--- config.mk ---
export PLATFORM = sky130hd
export DESIGN_NAME = traffic_light_controller
export DESIGN_NICKNAME = d
export VERILOG_FILES = /design/src/rtl/traffic_light_controller.sv
export SDC_FILE = /design/constraint.sdc
export NUM_CORES = 1
export LEC_CHECK = 0
export CAP_MARGIN = 20
export CORE_AREA = 2 2 39 41
export CTS_CLUSTER_SIZE = 20
export DETAILED_ROUTE_END_ITERATION = 10
export DIE_AREA = 0 0 41 43
export GPL_ROUTABILITY_DRIVEN = 0
export GPL_TIMING_DRIVEN = 0
export PLACE_DENSITY = 0.65
export SLEW_MARGIN = 10
export SYNTH_ARGS = -nofsm -noshare
export SYNTH_HDL_FRONTEND = slang
export SYNTH_SLANG_ARGS = --single-unit
--- constraint.sdc ---
create_clock -name clk -period 2.4 [get_ports clk]
set_input_delay 0.24 -clock clk [delete_from_list [all_inputs] [get_ports clk]]
set_output_delay 0.24 -clock clk [all_outputs]
set_load 0.05 [all_outputs]
--- src/rtl/traffic_light_controller.sv ---
// Three-road traffic light controller: six-phase Moore FSM with a per-phase
// dwell counter. Lamp codes are 100 = red, 010 = yellow, 001 = green.
module traffic_light_controller #(
  parameter int T_MG = 7,  // main both green
  parameter int T_Y  = 2,  // every yellow phase
  parameter int T_TG = 5,  // main turn green
  parameter int T_SG = 3   // side green
) (
  input  logic       clk,
  input  logic       reset,
  output logic [2:0] light_M1,
  output logic [2:0] light_M2,
  output logic [2:0] light_MT,
  output logic [2:0] light_S
);

  localparam int T_MAX_A = (T_MG > T_Y) ? T_MG : T_Y;
  localparam int T_MAX_B = (T_TG > T_SG) ? T_TG : T_SG;
  localparam int T_MAX   = (T_MAX_A > T_MAX_B) ? T_MAX_A : T_MAX_B;
  // The counter never exceeds T_MAX-1; keep at least 4 bits.
  localparam int CW      = ($clog2(T_MAX) > 4) ? $clog2(T_MAX) : 4;

  localparam logic [2:0] RED    = 3'b100;
  localparam logic [2:0] YELLOW = 3'b010;
  localparam logic [2:0] GREEN  = 3'b001;

  typedef enum logic [2:0] {
    S1 = 3'd0,
    S2 = 3'd1,
    S3 = 3'd2,
    S4 = 3'd3,
    S5 = 3'd4,
    S6 = 3'd5
  } state_t;

  state_t          state_q, state_d;
  logic [CW-1:0]   count_q, count_d;
  logic [CW-1:0]   dwell_last;
  logic            at_end;

  // Last count value of the current phase (duration minus one).
  always_comb begin
    dwell_last = '0;
    case (state_q)
      S1:      dwell_last = CW'(T_MG - 1);
      S2:      dwell_last = CW'(T_Y - 1);
      S3:      dwell_last = CW'(T_TG - 1);
      S4:      dwell_last = CW'(T_Y - 1);
      S5:      dwell_last = CW'(T_SG - 1);
      S6:      dwell_last = CW'(T_Y - 1);
      default: dwell_last = '0;
    endcase
  end

  assign at_end = (count_q == dwell_last);

  // Next phase and dwell count; illegal encodings fall back to S1, count 0.
  always_comb begin
    state_d = S1;
    count_d = '0;
    case (state_q)
      S1: begin state_d = at_end ? S2 : S1; count_d = at_end ? '0 : count_q + CW'(1); end
      S2: begin state_d = at_end ? S3 : S2; count_d = at_end ? '0 : count_q + CW'(1); end
      S3: begin state_d = at_end ? S4 : S3; count_d = at_end ? '0 : count_q + CW'(1); end
      S4: begin state_d = at_end ? S5 : S4; count_d = at_end ? '0 : count_q + CW'(1); end
      S5: begin state_d = at_end ? S6 : S5; count_d = at_end ? '0 : count_q + CW'(1); end
      S6: begin state_d = at_end ? S1 : S6; count_d = at_end ? '0 : count_q + CW'(1); end
      default: begin
        state_d = S1;
        count_d = '0;
      end
    endcase
  end

  // State and dwell registers; reset takes effect immediately.
  always_ff @(posedge clk or posedge reset) begin
    if (reset) begin
      state_q <= S1;
      count_q <= '0;
    end else begin
      state_q <= state_d;
      count_q <= count_d;
    end
  end

  // Lamp decode from the current state only; unknown encodings show all red.
  always_comb begin
    light_M1 = RED;
    light_M2 = RED;
    light_MT = RED;
    light_S  = RED;
    case (state_q)
      S1: begin light_M1 = GREEN;  light_M2 = GREEN;  end
      S2: begin light_M1 = GREEN;  light_M2 = YELLOW; end
      S3: begin light_M1 = GREEN;  light_MT = GREEN;  end
      S4: begin light_M1 = YELLOW; light_MT = YELLOW; end
      S5: begin light_S  = GREEN;  end
      S6: begin light_S  = YELLOW; end
      default: ;
    endcase
  end

endmodule

==> impl_metrics.py, run 1 <==
metrics = {
    "outcome": {
        "outcome": "finished, final reports clean",
    },
    "placement": {
        "io_buffers": 13,
        "placed_cells": 83,
        "place_area_um2": 652,
        "dp_slack_ns": 0.393,
        "place_hpwl_um": 820,
    },
    "critical_path": {
        "crit_arrival_ns": 2.02,
        "critical_path_class": "flip-flop to primary output",
        "required_ns": 2.16,
        "crit_fanout": 10,
        "r2r_setup_slack_ns": 1.03,
        "crit_path_end_kind": "primary output",
        "critPathLaunchType": "flip-flop",
    },
    "floorplan": {
        "dieHeight_um": 43,
        "die_w_um": 41,
        "coreArea_um2": 1380,
        "ios": 14,
        "rows": 14,
        "initial_utilization_pct": 36.3,
        "dieArea_um2": 1760,
    },
    "timing": {
        "fin_crit_sh_pct": 94.3,
        "rsz0062_at_grt": "no",
        "fmax_mhz": 442,
        "slew_viol_final": 0,
        "worst_slack_ns": 0.137,
        "relSlewSlack_pct": 66.1,
        "fin_worst_skew_ns": 0.000774,
        "layout_min_cycle_time_ns": 2.26,
        "tightest_slew_ns": 0.507,
        "finalSetupViolCount": 0,
        "hold_slack_ns": 0.220,
        "finalSetupTns_ns": 0,
        "hold_violations": 0,
    },
    "logic_synthesis": {
        "synth_area_per_cell_um2": 9.29,
        "syn_nets": 57,
        "ys_ff_latch": 7,
        "synthDistinctLibCells": 28,
        "yosysWarnings": 0,
        "synthCells": 54,
        "synth-seq-area-share_pct": 34.9,
        "syn-cell-area_um2": 502,
    },
    "clocking": {
        "cts_buffers": 3,
        "cts_max_level": 1,
        "ctsHoldBuffers": 0,
        "cts_max_path_buffers": 2,
        "clk_pin_slew_ns": 0.05,
        "cts.sinks": 7,
        "cts_tree": "done",
        "cts_setup_buffers": 0,
        "cts-root-buf": "clkbuf_4",
        "cts_resized": 0,
        "clkLatencyLatePin_ns": 0.26,
    },
    "final_layout": {
        "nFillCells": 139,
        "final_cell_count_no_fill": 87,
        "fin_area_um2": 678,
        "area.growth.synth_to_final_pct": 35.2,
        "antennaDiodeCount": 0,
        "fin_nets": 75,
        "drive_above_1_share_pct": 18.3,
    },
    "routing": {
        "vias": 434,
        "post_drt_wl_per_cell_um": 13.0,
        "drc_errors": 0,
        "ant_nets": 0,
        "drtIter0Drc": 13,
        "vias_per_cell": 4.99,
        "drt-total-wl_um": 1130,
        "dr.pass1.iters": 3,
    },
    "global_routing": {
        "use_met1_pct": 20.4,
        "grt_use_total_pct": 15.0,
        "antenna_found_initial": 0,
        "grt_max_degree": 11,
        "grt_pass1_wl_um": 1750,
        "grt_pass1_vias": 389,
        "grt_use_met3_pct": 0,
        "grt.busiest_layer": "met2",
        "met2_usage_pct": 21.6,
        "overflow": 0,
    },
    "power": {
        "ir_drop_mv": 0.220,
        "p_per_area_nw_per_um2": 343,
        "p_leak_uw": 0.000303,
    },
    "flow_run": {
        "maxCapViolCount": 0,
    },
    "hold_path": {
        "worst_hold_path_type": "input pin to async pin",
    },
}
state kept, by name, summed over array words and instances, names as in the netlist:
name,count
count_q,4
state_q,3
critical path, stage by stage (launching register included):
cell             delay (ns)
dfrtp_1                0.38
buf_2                  0.19
or2_1                  0.27
nor2_1                 0.10
clkdlybuf4s50_1        0.82
per-stage QoR:
step	power, µW	util (%)
2_1_floorplan	122	-
3_3_place_gp	124	47.1
3_5_place_dp	124	47.1
4_1_cts	236	49.0
5_1_grt	241	49.0
6_report	233	49.0
final timing paths:
path,depth (start not counted),start,end
min in group clk,1,count_q[0],count_q[0]
worst max register to register,4,count_q[1],count_q[2]
worst min-delay path,2,reset,count_q[2]
max in group asynchronous,2,reset,count_q[3]
worst max-delay path,4,state_q[2],light_M2[1]
worst min register to register,1,count_q[0],count_q[0]
synth_stat cells (all sizes together):
cell type	n	area share, %
nand2b	2	2.5
o21ba	1	2.0
buf	3	5.5
nand3	3	4.0
clkbuf	1	0.75
nor3b	1	2.5
ha	1	2.5
nand2	2	1.5
a2bb2oi	1	1.7
inv	3	2.2
dfrtp	7	35
or2	1	1.2
a211oi	2	4.0
xor2	4	8.5
a221oi	1	3.0
and2b	1	1.5
a21oi	5	5.0
mux2i	1	2.0
nor4bb	1	2.0
o221ai	1	3.0
nor2b	1	1.2
nor2	10	7.5
o21ai	1	1.0
kinds of logic (layout without fill, tap and decap cells):
logic type	count (synthesis)	after routing	synth area share [%]
compound gates	12	12	19.7
flops	7	7	34.9
fa+ha+maj	1	1	2.49
buf+inv	7	24	8.48
mux	1	1	2.00
simple gates	22	22	23.9
xor+xnor	4	4	8.48
area by class of cell:
class	instances	area (µm²)	area share (%)
Tap cell	16	20.0	2.95
Inverter	3	11.3	1.66
Buffer	4	31.3	4.61
Sequential cell	7	175	25.8
Timing Repair Buffer	13	130	19.2
Multi-Input combinational cell	40	284	41.9
Clock buffer	4	26.3	3.87
cell usage in the layout, fill, tap and decap left out, drive strengths merged:
master         instances
a211oi                 2
a21oi                  5
a221oi                 1
a2bb2oi                1
and2b                  1
buf                    3
clkbuf                 5
clkdlybuf4s50         13
dfrtp                  7
ha                     1
inv                    3
mux2i                  1
nand2                  2
nand2b                 2
nand3                  3
nor2                  10
nor2b                  1
nor3b                  1
nor4bb                 1
o21ai                  1
o21ba                  1
o221ai                 1
or2                    1
xor2                   4
where the power goes:
| group | switching, µW | internal (µW) |
|---|---|---|
| combinational | 2.44 | 1.53 |
| sequential | 0 | 118 |
| clock | 46.9 | 63.7 |
| total | 49.3 | 183 |
routing by layer:
metal	share of wire [%]	wire length (µm)
met5	0	0
met4	2.2	25
met3	0.27	3
met2	53	598
met1	44	502
(Power assumes the default switching activity.)
==> run 2: changes to the inputs <==
--- a/config.mk
+++ b/config.mk
@@ -6,13 +6,11 @@
 export NUM_CORES = 1
 export LEC_CHECK = 0
 export CAP_MARGIN = 20
-export CORE_AREA = 2 2 39 41
+export CORE_UTILIZATION = 35
 export CTS_CLUSTER_SIZE = 20
 export DETAILED_ROUTE_END_ITERATION = 10
-export DIE_AREA = 0 0 41 43
 export GPL_ROUTABILITY_DRIVEN = 0
 export GPL_TIMING_DRIVEN = 0
-export PLACE_DENSITY = 0.65
 export SLEW_MARGIN = 10
 export SYNTH_ARGS = -nofsm -noshare
 export SYNTH_HDL_FRONTEND = slang
==> impl_metrics.py, run 2 (synthesized netlist as in run 1, its figures left out) <==
metrics = {
    "outcome": {
        "outcome": "finished, final reports clean",
    },
    "routing": {
        "ant_nets": 0,
        "wl_met1_um": 520,
        "met3_length_um": 34,
        "post_drt_wl_per_cell_um": 12.5,
        "vias": 424,
        "dr.pass1.iters": 4,
        "drt-total-wl_um": 1070,
        "drc_errors": 0,
        "vias_per_cell": 4.93,
        "dr.max_layer_used": "met4",
        "wl_met2_um": 496,
        "drtIter0Drc": 16,
    },
    "critical_path": {
        "crit_path_end_kind": "primary output",
        "critPathLaunchType": "flip-flop",
        "critical_path_class": "flip-flop to primary output",
        "cp_slowest_cell": "clkdlybuf4s50_1",
        "max_stage_delay_ns": 0.81,
        "crit_arrival_ns": 2.00,
        "crit_chain": "buf_2 > or2_1 > nor2_1 > clkdlybuf4s50_1",
        "crit_fanout": 10,
        "required_ns": 2.16,
    },
    "floorplan": {
        "dieArea_um2": 1590,
        "coreArea_um2": 1320,
        "dieHeight_um": 39.9,
        "die_w_um": 39.9,
        "rows": 13,
        "initial_utilization_pct": 38.1,
        "ios": 14,
    },
    "timing": {
        "slew_viol_final": 0,
        "fmax_mhz": 447,
        "layout_min_cycle_time_ns": 2.24,
        "hold_slack_ns": 0.208,
        "rsz0062_at_grt": "no",
        "hold_violations": 0,
        "fin_worst_skew_ns": 0.00320,
        "finalSetupViolCount": 0,
        "fin_crit_sh_pct": 93.2,
        "tightest_slew_ns": 0.510,
        "finalSetupTns_ns": 0,
        "relSlewSlack_pct": 65.9,
    },
    "clocking": {
        "cts_setup_buffers": 0,
        "cts_resized": 0,
        "cts_max_path_buffers": 2,
        "cts-root-buf": "clkbuf_4",
        "clk_pin_slew_ns": 0.05,
        "clkLatencyLatePin_ns": 0.26,
        "cts_buffers": 3,
        "cts_tree": "done",
        "cts.sinks": 7,
        "cts_max_level": 1,
        "ctsHoldBuffers": 0,
    },
    "hold_path": {
        "worst_hold_path_type": "input pin to async pin",
    },
    "final_layout": {
        "fin_nets": 75,
        "final_common_cell": "clkdlybuf4s50_1",
        "top_regs": "count_q (4), state_q (3)",
        "area.growth.synth_to_final_pct": 34.9,
        "most-common-layout-cells": "13 x clkdlybuf4s50_1, 10 x nor2_1, 7 x dfrtp_1",
        "antennaDiodeCount": 0,
        "fin_area_um2": 677,
        "drive_above_1_share_pct": 18.3,
        "regMostFlops": "count_q",
        "fin_util_pct": 51.4,
        "largest_reg_flops": 4,
    },
    "placement": {
        "place_hpwl_um": 768,
        "place_area_um2": 651,
        "io_buffers": 13,
    },
    "global_routing": {
        "antenna_found_initial": 0,
        "grt_pass1_vias": 362,
        "grt_use_total_pct": 17.3,
        "overflow": 0,
        "grt_max_degree": 11,
        "grt_pass1_wl_um": 1680,
    },
    "power": {
        "p_per_area_nw_per_um2": 342,
        "p_leak_uw": 0.000303,
        "ir_drop_mv": 0.330,
    },
    "flow_run": {
        "maxCapViolCount": 0,
    },
}
-- run 2: cell counts in the layout (fill, tap and decap cells not counted) --
Identical to the previous run, type by type.
-- run 2: worst max-delay path: cells and delay by family (launching register included) --
family                 cells  cell delay, ns
flip-flops                 1            0.38
buffers and inverters      2            1.00
AND/OR/NAND/NOR            2            0.36
-- run 2: worst paths after layout --
path	startpoint	end	slack [ns]	cells past startpoint
hold reg to reg	count_q[0]	count_q[0]	0.55	1
min in group clk	count_q[0]	count_q[0]	0.55	1
max in group asynchronous	reset	state_q[2]	1.98	2
hold / removal	reset	state_q[1]	0.21	2
setup / recovery	state_q[2]	light_M2[0]	0.16	4
setup reg to reg	count_q[1]	state_q[0]	1.05	4
-- run 2: routing by layer --
metal	track usage, %	vias to the layer above
met5	0	-
met4	10.3	0
met3	6.82	4
met2	24.2	4
met1	21.9	198
li1	-	218
-- run 2: final cells by class --
class | count | area [µm²]
Clock buffer | 4 | 26.3
Buffer | 4 | 31.3
Fill cell | 124 | 641
Sequential cell | 7 | 175
Inverter | 3 | 11.3
Multi-Input combinational cell | 40 | 284
Timing Repair Buffer | 13 | 130
Tap cell | 15 | 18.8
-- run 2: report_power, final --
| group | total, µW | internal, µW | switching (µW) |
|---|---|---|---|
| combinational | 3.84 | 1.52 | 2.32 |
| sequential | 118 | 118 | 0 |
| clock | 110 | 63.6 | 46.0 |
| total | 232 | 183 | 48.3 |
-- run 2: per-stage QoR --
step / setup WS [ns] / cells / total power (µW)
after floorplan: 0.403 / 54 / 122
after global routing: 0.0357 / 86 / 244
after detailed placement: 0.431 / 82 / 124
after global placement: 0.440 / 82 / 124
after CTS: 0.150 / 86 / 238
final: 0.164 / 86 / 232
